<file path="src/rtl/gray_decoder.sv">
// gray_decoder: registered Gray-to-binary decoder with up/down/error step classification
// and a saturating error counter. Define GRAY_DECODER_SYNC_EN to add a 2-stage input synchronizer.
module gray_decoder #(
    parameter int N = 4
) (
    input  logic         clk,
    input  logic         rst,
    input  logic         in_valid,
    input  logic [N-1:0] gray_in,
    input  logic         clr_err,
    output logic         out_valid,
    output logic [N-1:0] bin_out,
    output logic         step_up,
    output logic         step_down,
    output logic         step_error,
    output logic [7:0]   err_count
);

    localparam logic [N-1:0] ZERO_C = {N{1'b0}};
    localparam logic [N-1:0] ONE_C  = {{(N-1){1'b0}}, 1'b1};
    localparam logic [N-1:0] ALL1_C = {N{1'b1}};

    function automatic logic [N-1:0] gray_to_bin(input logic [N-1:0] g);
        logic [N-1:0] b;
        b = g;
        for (int i = N - 2; i >= 0; i--) begin
            b[i] = b[i+1] ^ g[i];
        end
        return b;
    endfunction

    logic         dec_valid_s;
    logic [N-1:0] dec_gray_s;
    logic [N-1:0] dec_bin_s;
    logic [N-1:0] delta_s;
    logic         up_s;
    logic         down_s;
    logic         error_s;
    logic [7:0]   err_count_next_s;

    logic         out_valid_r;
    logic [N-1:0] bin_r;
    logic         primed_r;
    logic         step_up_r;
    logic         step_down_r;
    logic         step_error_r;
    logic [7:0]   err_count_r;

`ifdef GRAY_DECODER_SYNC_EN
    logic         sync1_valid_r;
    logic [N-1:0] sync1_gray_r;
    logic         sync2_valid_r;
    logic [N-1:0] sync2_gray_r;

    // Two-stage capture of the input word ahead of decode; reset drops anything in flight.
    always_ff @(posedge clk) begin
        if (rst) begin
            sync1_valid_r <= 1'b0;
            sync1_gray_r  <= ZERO_C;
            sync2_valid_r <= 1'b0;
            sync2_gray_r  <= ZERO_C;
        end else begin
            sync1_valid_r <= in_valid;
            sync1_gray_r  <= gray_in;
            sync2_valid_r <= sync1_valid_r;
            sync2_gray_r  <= sync1_gray_r;
        end
    end

    assign dec_valid_s = sync2_valid_r;
    assign dec_gray_s  = sync2_gray_r;
`else
    assign dec_valid_s = in_valid;
    assign dec_gray_s  = gray_in;
`endif

    // Decode, classify the modular step against the previous word, and compute the next error count.
    always_comb begin
        dec_bin_s        = gray_to_bin(dec_gray_s);
        delta_s          = dec_bin_s - bin_r;
        up_s             = 1'b0;
        down_s           = 1'b0;
        error_s          = 1'b0;
        err_count_next_s = err_count_r;
        if (dec_valid_s && primed_r) begin
            case (delta_s)
                ZERO_C:  error_s = 1'b0;
                ONE_C:   up_s    = 1'b1;
                ALL1_C:  down_s  = 1'b1;
                default: error_s = 1'b1;
            endcase
        end else begin
            error_s = 1'b0;
        end
        // Clear wins over a same-cycle increment.
        if (clr_err) begin
            err_count_next_s = 8'd0;
        end else if (error_s && (err_count_r != 8'd255)) begin
            err_count_next_s = err_count_r + 8'd1;
        end else begin
            err_count_next_s = err_count_r;
        end
    end

    // Output and history registers; bin_r doubles as the previous accepted word.
    always_ff @(posedge clk) begin
        if (rst) begin
            out_valid_r  <= 1'b0;
            bin_r        <= ZERO_C;
            primed_r     <= 1'b0;
            step_up_r    <= 1'b0;
            step_down_r  <= 1'b0;
            step_error_r <= 1'b0;
            err_count_r  <= 8'd0;
        end else begin
            out_valid_r  <= dec_valid_s;
            step_up_r    <= up_s;
            step_down_r  <= down_s;
            step_error_r <= error_s;
            err_count_r  <= err_count_next_s;
            if (dec_valid_s) begin
                bin_r    <= dec_bin_s;
                primed_r <= 1'b1;
            end else begin
                bin_r    <= bin_r;
                primed_r <= primed_r;
            end
        end
    end

    assign out_valid  = out_valid_r;
    assign bin_out    = bin_r;
    assign step_up    = step_up_r;
    assign step_down  = step_down_r;
    assign step_error = step_error_r;
    assign err_count  = err_count_r;

endmodule
</file>
<file path="config.mk">
export PLATFORM = sky130hd
export DESIGN_NAME = gray_decoder
export DESIGN_NICKNAME = d
export VERILOG_FILES = /design/src/rtl/gray_decoder.sv
export SDC_FILE = /design/constraint.sdc
export NUM_CORES = 1
export LEC_CHECK = 0
export ABC_AREA = 1
export ABC_CLOCK_PERIOD_IN_PS = 3200
export CORE_MARGIN = 2
export CORE_UTILIZATION = 48
export CTS_BUF_LIST = sky130_fd_sc_hd__clkbuf_16
export DETAILED_ROUTE_END_ITERATION = 12
export PLACE_DENSITY = 0.77
export SETUP_SLACK_MARGIN = 0.3
export SYNTH_ARGS = -nofsm -noshare
export SYNTH_HDL_FRONTEND = slang
export SYNTH_SLANG_ARGS = --single-unit
</file>
<file path="constraint.sdc">
create_clock -name clk -period 3.2 [get_ports clk]
set_input_delay 0.32 -clock clk [delete_from_list [all_inputs] [get_ports clk]]
set_output_delay 0.32 -clock clk [all_outputs]
set_load 0.02 [all_outputs]
</file>
Word level (Yosys, flattened, before mapping)
Index checks and enable logic that the tools add are counted.
{"block": "totals", "reg_bits": 17, "output_inout_bits": 16}
{"block": "op_classes", "eq_ne": 3, "addsub": 2, "muxes": 4, "n_reduce_logical": 6, "bitwise_logic": 4}
{"operator": "$add A8 B1 Y8 const B", "count": 1}
{"operator": "$ne A8 B8 Y1 const B", "count": 1}
{"operator": "$eq A4 B1 Y1 const B", "count": 1}
{"operator": "$eq A4 B4 Y1 const B", "count": 1}
{"operator": "$logic_not A4 Y1", "count": 1}
{"operator": "$mux W1", "count": 4}
{"operator": "$reduce_or A2 Y1", "count": 2}
{"operator": "$sub A4 B4 Y4", "count": 1}
{"operator": "$reduce_or A3 Y1", "count": 1}
{"operator": "$xor A1 B1 Y1", "count": 3}
{"operator": "$logic_and A1 B1 Y1", "count": 2}
{"operator": "$not A1 Y1", "count": 1}

Longest topological paths before layout
{"block": "logic_depth", "depth_word": 9, "depth_mapped": 17}

Least setup slack after synthesis
No wires, ideal clock.
{"block": "synth_path", "path_type": "input-to-reg", "startpoint": "input gray_in[3]", "endpoint": "register err_count_r[0] (netlist: err_count[0])", "required_time_ns": 3.077, "path_stages": 14, "setup_ns": 0.123, "setup_slack_ns": 0.763, "arrival_ns": 2.315, "path_cell_list": "inv_2 -> nand2_1 -> nand2_2 -> xor2_2 -> xor2_1 -> inv_1 -> ha_1 -> fa_1 -> or2_0 -> nor2_1 -> nand3_2 -> buf_6 -> nand4_1 -> a21oi_1"}
{"block": "synth_via", "elab_chain_len": 9, "word_cells_on_any_way": 11}
{"item": "start, declared", "line": "9", "source": "input logic [N-1:0] gray_in,"}
{"item": "$xor A1 B1 Y1 (*)", "line": "27", "source": "b[i] = b[i+1] ^ g[i];"}
{"item": "via dec_bin_s[2]", "line": "34", "source": "logic [N-1:0] dec_bin_s;"}
{"item": "$xor A1 B1 Y1 (2 in series)", "line": "27"}
{"item": "$sub A4 B4 Y4 (*)", "line": "80", "source": "delta_s = dec_bin_s - bin_r;"}
{"item": "$eq A4 B4 Y1, or another cell as far along", "line": "86", "source": "case (delta_s)"}
{"item": "$reduce_or A3 Y1 (no line) (*)"}
{"item": "$mux W1 (*)", "line": "86"}
{"item": "$mux W1 (*)", "line": "85", "source": "if (dec_valid_s && primed_r) begin"}
{"item": "$logic_and A1 B1 Y1 (*)", "line": "98", "source": "end else if (error_s && (err_count_r != 8'd255)) begin"}
{"item": "end signal, assigned", "line": "120", "source": "err_count_r <= err_count_next_s;"}
{"item": "end, declared", "line": "47", "source": "logic [7:0] err_count_r;"}
The timed path passes the listed nets; every way through them passes the cells marked *.
A chain may end at the register's enable or synchronous reset.

Worst setup path in the final report
{"block": "layout_path", "startpoint": "input gray_in[2]", "endpoint": "register err_count_r[7] (netlist: err_count[7])"}
The elaborated chain is that of the path after synthesis.

==> results.yml <==
run_status:
  status: "finished, final reports clean"
place:
  hpwlAfterDp_um: 1740
  dpl-instance-area_mm2: 0.00128
  place_inst: 190
  portBuffers: 23
  gp_congestion: 0.864
sta:
  report.final.slew_viol_count: 0
  worst_pin_slew_ns: 0.281
  post-route-min-period_ns: 2.81
  max_freq_ghz: 0.355
  max_slew_margin: 0.813
  fin_hold_ws_ns: 0.420
  clock_skew_ns: 0.00184
  setup_violations: 0
  hold_viol_final: 0
  rsz0062_at_grt: "no"
  fin_crit_sh: 0.879
power_and_ir_drop:
  p_int_uw: 461
  peakVddDrop_v: 0.000446
  leakagePower_nw: 0.643
  p_total_uw: 641
  sw_frac_of_total: 0.281
  pwr-share-comb: 0.258
  seqPwrFrac: 0.352
  powerDensity_mw_per_mm2: 441
  switchingPower_uw: 180
  clock_power_share: 0.391
clock_tree:
  postCtsHoldBufs: 0
  clkSinkCount: 17
  insertion_delay_ns: 0.24
  htree_levels: 1
  root_buffer: "clkbuf_16"
  cts.clk_slew.worst_paths_ns: 0.05
  numCtsBuffers: 3
  cts_tree: "built"
  clockBufferDepth: 2
setup_path:
  reg2reg_depth: 8
  path_cells: "clkdlybuf4s50_1 > inv_1 > nand2_2 > nand2_2 > xor2_2 > xor2_1 > inv_1 > ha_2 > fa_1 > or2_1 > nor2_2 > nand3_4 > nand3_4 > nand2_1 > a21oi_1"
  arrival_ns: 2.98
  crit_buf_inv: 3
  cpMaxStageDelayCell: "clkdlybuf4s50_1"
  cp-end-kind: "flop"
  worstSetupStartpointType: "input port"
  r2r-end: "err_count[7]"
  path_max_fanout: 8
  cp.required_ns: 3.36
  cp_top_family: "simple AND/OR/NAND/NOR gates"
  max_stage_delay_ns: 0.47
  critical_path_class: "in2reg"
  r2r-start: "bin_out[0]"
  rrSetupSlack_ns: 1.25
synthesis:
  ys_seq_elements: 17
  synth_edf_count: 0
  synth.avg_cell_area_um2: 7.27
  async_reset_ff_frac: 0
  synthesis.nets: 155
  synthCells: 142
  syn_area_mm2: 0.00103
  ys_seq_area_frac: 0.330
  synth_cell_types: 24
  ys.warnings.count: 0
  synthFlopType: "dfxtp_1"
drt:
  drt_pre_antenna_iters: 4
  post_drt_wl_per_cell_um: 13.0
  wl_met2_um: 1200
  via_per_inst: 5.23
  routed_wl_um: 2620
  vias: 1052
  top_layer_used: "met4"
  route.detailed.drc: 0
  ant_nets: 0
  drt-initial-drc-count: 43
  wl_met3_um: 111
  met1_length_um: 1210
layout:
  fillCellCount: 147
  drive_above_1_share: 0.207
  multi_input_area_um2: 611
  seq_area_um2: 340
  n_antenna_cell: 0
  mostFrequentLayoutCells: "nand2_1 (26), inv_1 (22), clkdlybuf4s50_1 (22)"
  finalInstanceArea_mm2: 0.00145
  final_nets: 188
  syn_to_final_growth_pct: 40.6
  instances_no_fill: 201
  mostFrequentLayoutCell: "nand2_1"
floorplan:
  dieArea_mm2: 0.00254
  ios: 24
  start_util: 0.516
  die_h_um: 50.4
  rows: 16
  die_x_um: 50.4
  core_area_mm2: 0.00200
global_routing:
  grt_usage: 0.213
  gr-total-overflow: 0
  grt_max_degree: 12
  grt_pass1_vias: 958
  antenna_found_initial: 0
  grt_pass1_wl_um: 4200
worst_hold_path:
  hold_start: "gray_in[3]"
  holdPathStages: 3
  holdCritPathClass: "in2reg"
  min_to: "bin_out[3]"
flow_run:
  max-cap-violations: 0
[state kept, by name, summed over array words and instances, names as in the netlist]
name	cells
primed_r	1
step_up	1
step_down	1
bin_out	4
out_valid	1
err_count	8
step_error	1
[worst register-to-register path, stage by stage (launching register included)]
cell,delay (ns)
dfxtp_1,0.37
ha_2,0.20
fa_1,0.42
or2_1,0.24
nor2_2,0.13
nand3_4,0.12
nand3_4,0.14
nand2_1,0.08
a21oi_1,0.17
[how the worst max path moves through the flow]
stage | startpoint | to | slack, ns | cells after the start
2_1_floorplan | gray_in[3] | err_count[0] | 0.76 | 14
3_3_place_gp | gray_in[3] | err_count[2] | 0.1 | 15
3_5_place_dp | gray_in[3] | err_count[3] | -0.03 | 15
4_1_cts | gray_in[3] | err_count[0] | 0.31 | 15
5_1_grt | gray_in[2] | err_count[0] | 0.27 | 15
6_report | gray_in[2] | err_count[7] | 0.39 | 15
[per-stage QoR]
stage,worst slack [ns],utilization,TNS (ns)
global placement,0.0980,0.638,0
floorplan,0.763,-,0
detailed placement,-0.0269,0.638,-0.0919
global route,0.268,0.725,0
CTS,0.309,0.686,0
finish,0.387,0.725,0
[power groups by stage]
stage,Clock (mW),Combinational (mW),Sequential (mW)
2_1_floorplan,0,0.0881,0.236
3_3_place_gp,0,0.124,0.229
3_5_place_dp,0,0.127,0.229
4_1_cts,0.252,0.135,0.225
5_1_grt,0.266,0.180,0.226
6_report,0.250,0.165,0.225
[cells in the mapped netlist (2+ instances only)]
cell type | instances | area [µm²]
inv_2 | 2 | 7.51
nand3_1 | 3 | 15.0
nand2_1 | 27 | 101
ha_1 | 4 | 50.1
nand2_2 | 8 | 50.1
buf_6 | 2 | 22.5
a21oi_1 | 11 | 55.1
nor2_1 | 14 | 52.6
nor2_4 | 3 | 33.8
dfxtp_1 | 17 | 340
nand4_1 | 9 | 56.3
o21ai_0 | 4 | 20.0
nand3_2 | 3 | 30.0
xor2_1 | 4 | 35.0
inv_1 | 22 | 82.6
[logic make-up (layout without fill, tap and decap cells)]
group	after synthesis	in the layout	synth area share
and+or+nand+nor	72	72	0.361
DFF	17	17	0.330
AOI/OAI and AO/OA	16	16	0.0776
buffers and inverters	27	59	0.114
xor gates and xnor gates	5	5	0.0497
adders and majority gates	5	5	0.0679
[metal layers]
metal | vias to the layer above | global-route usage
li1 | 516 | -
met1 | 483 | 0.288
met2 | 45 | 0.349
met3 | 8 | 0.0446
met4 | 0 | 0.0541
met5 | - | 0
[repair_timing]
item | in CTS | in global routing
resized for setup | 3 | 9
setup endpoints to repair | 8 | 10
pin swaps | 0 | 6
buffers inserted | 0 | 7
[cell type report]
cell class,count,share of cell area
Timing Repair Buffer,31,0.204
Sequential cell,17,0.234
Clock buffer,3,0.0517
Multi-Input combinational cell,98,0.421
Clock inverter,1,0.00345
Tap cell,27,0.0233
Inverter,24,0.0621
No activity file was read; power rests on OpenSTA's default activity.
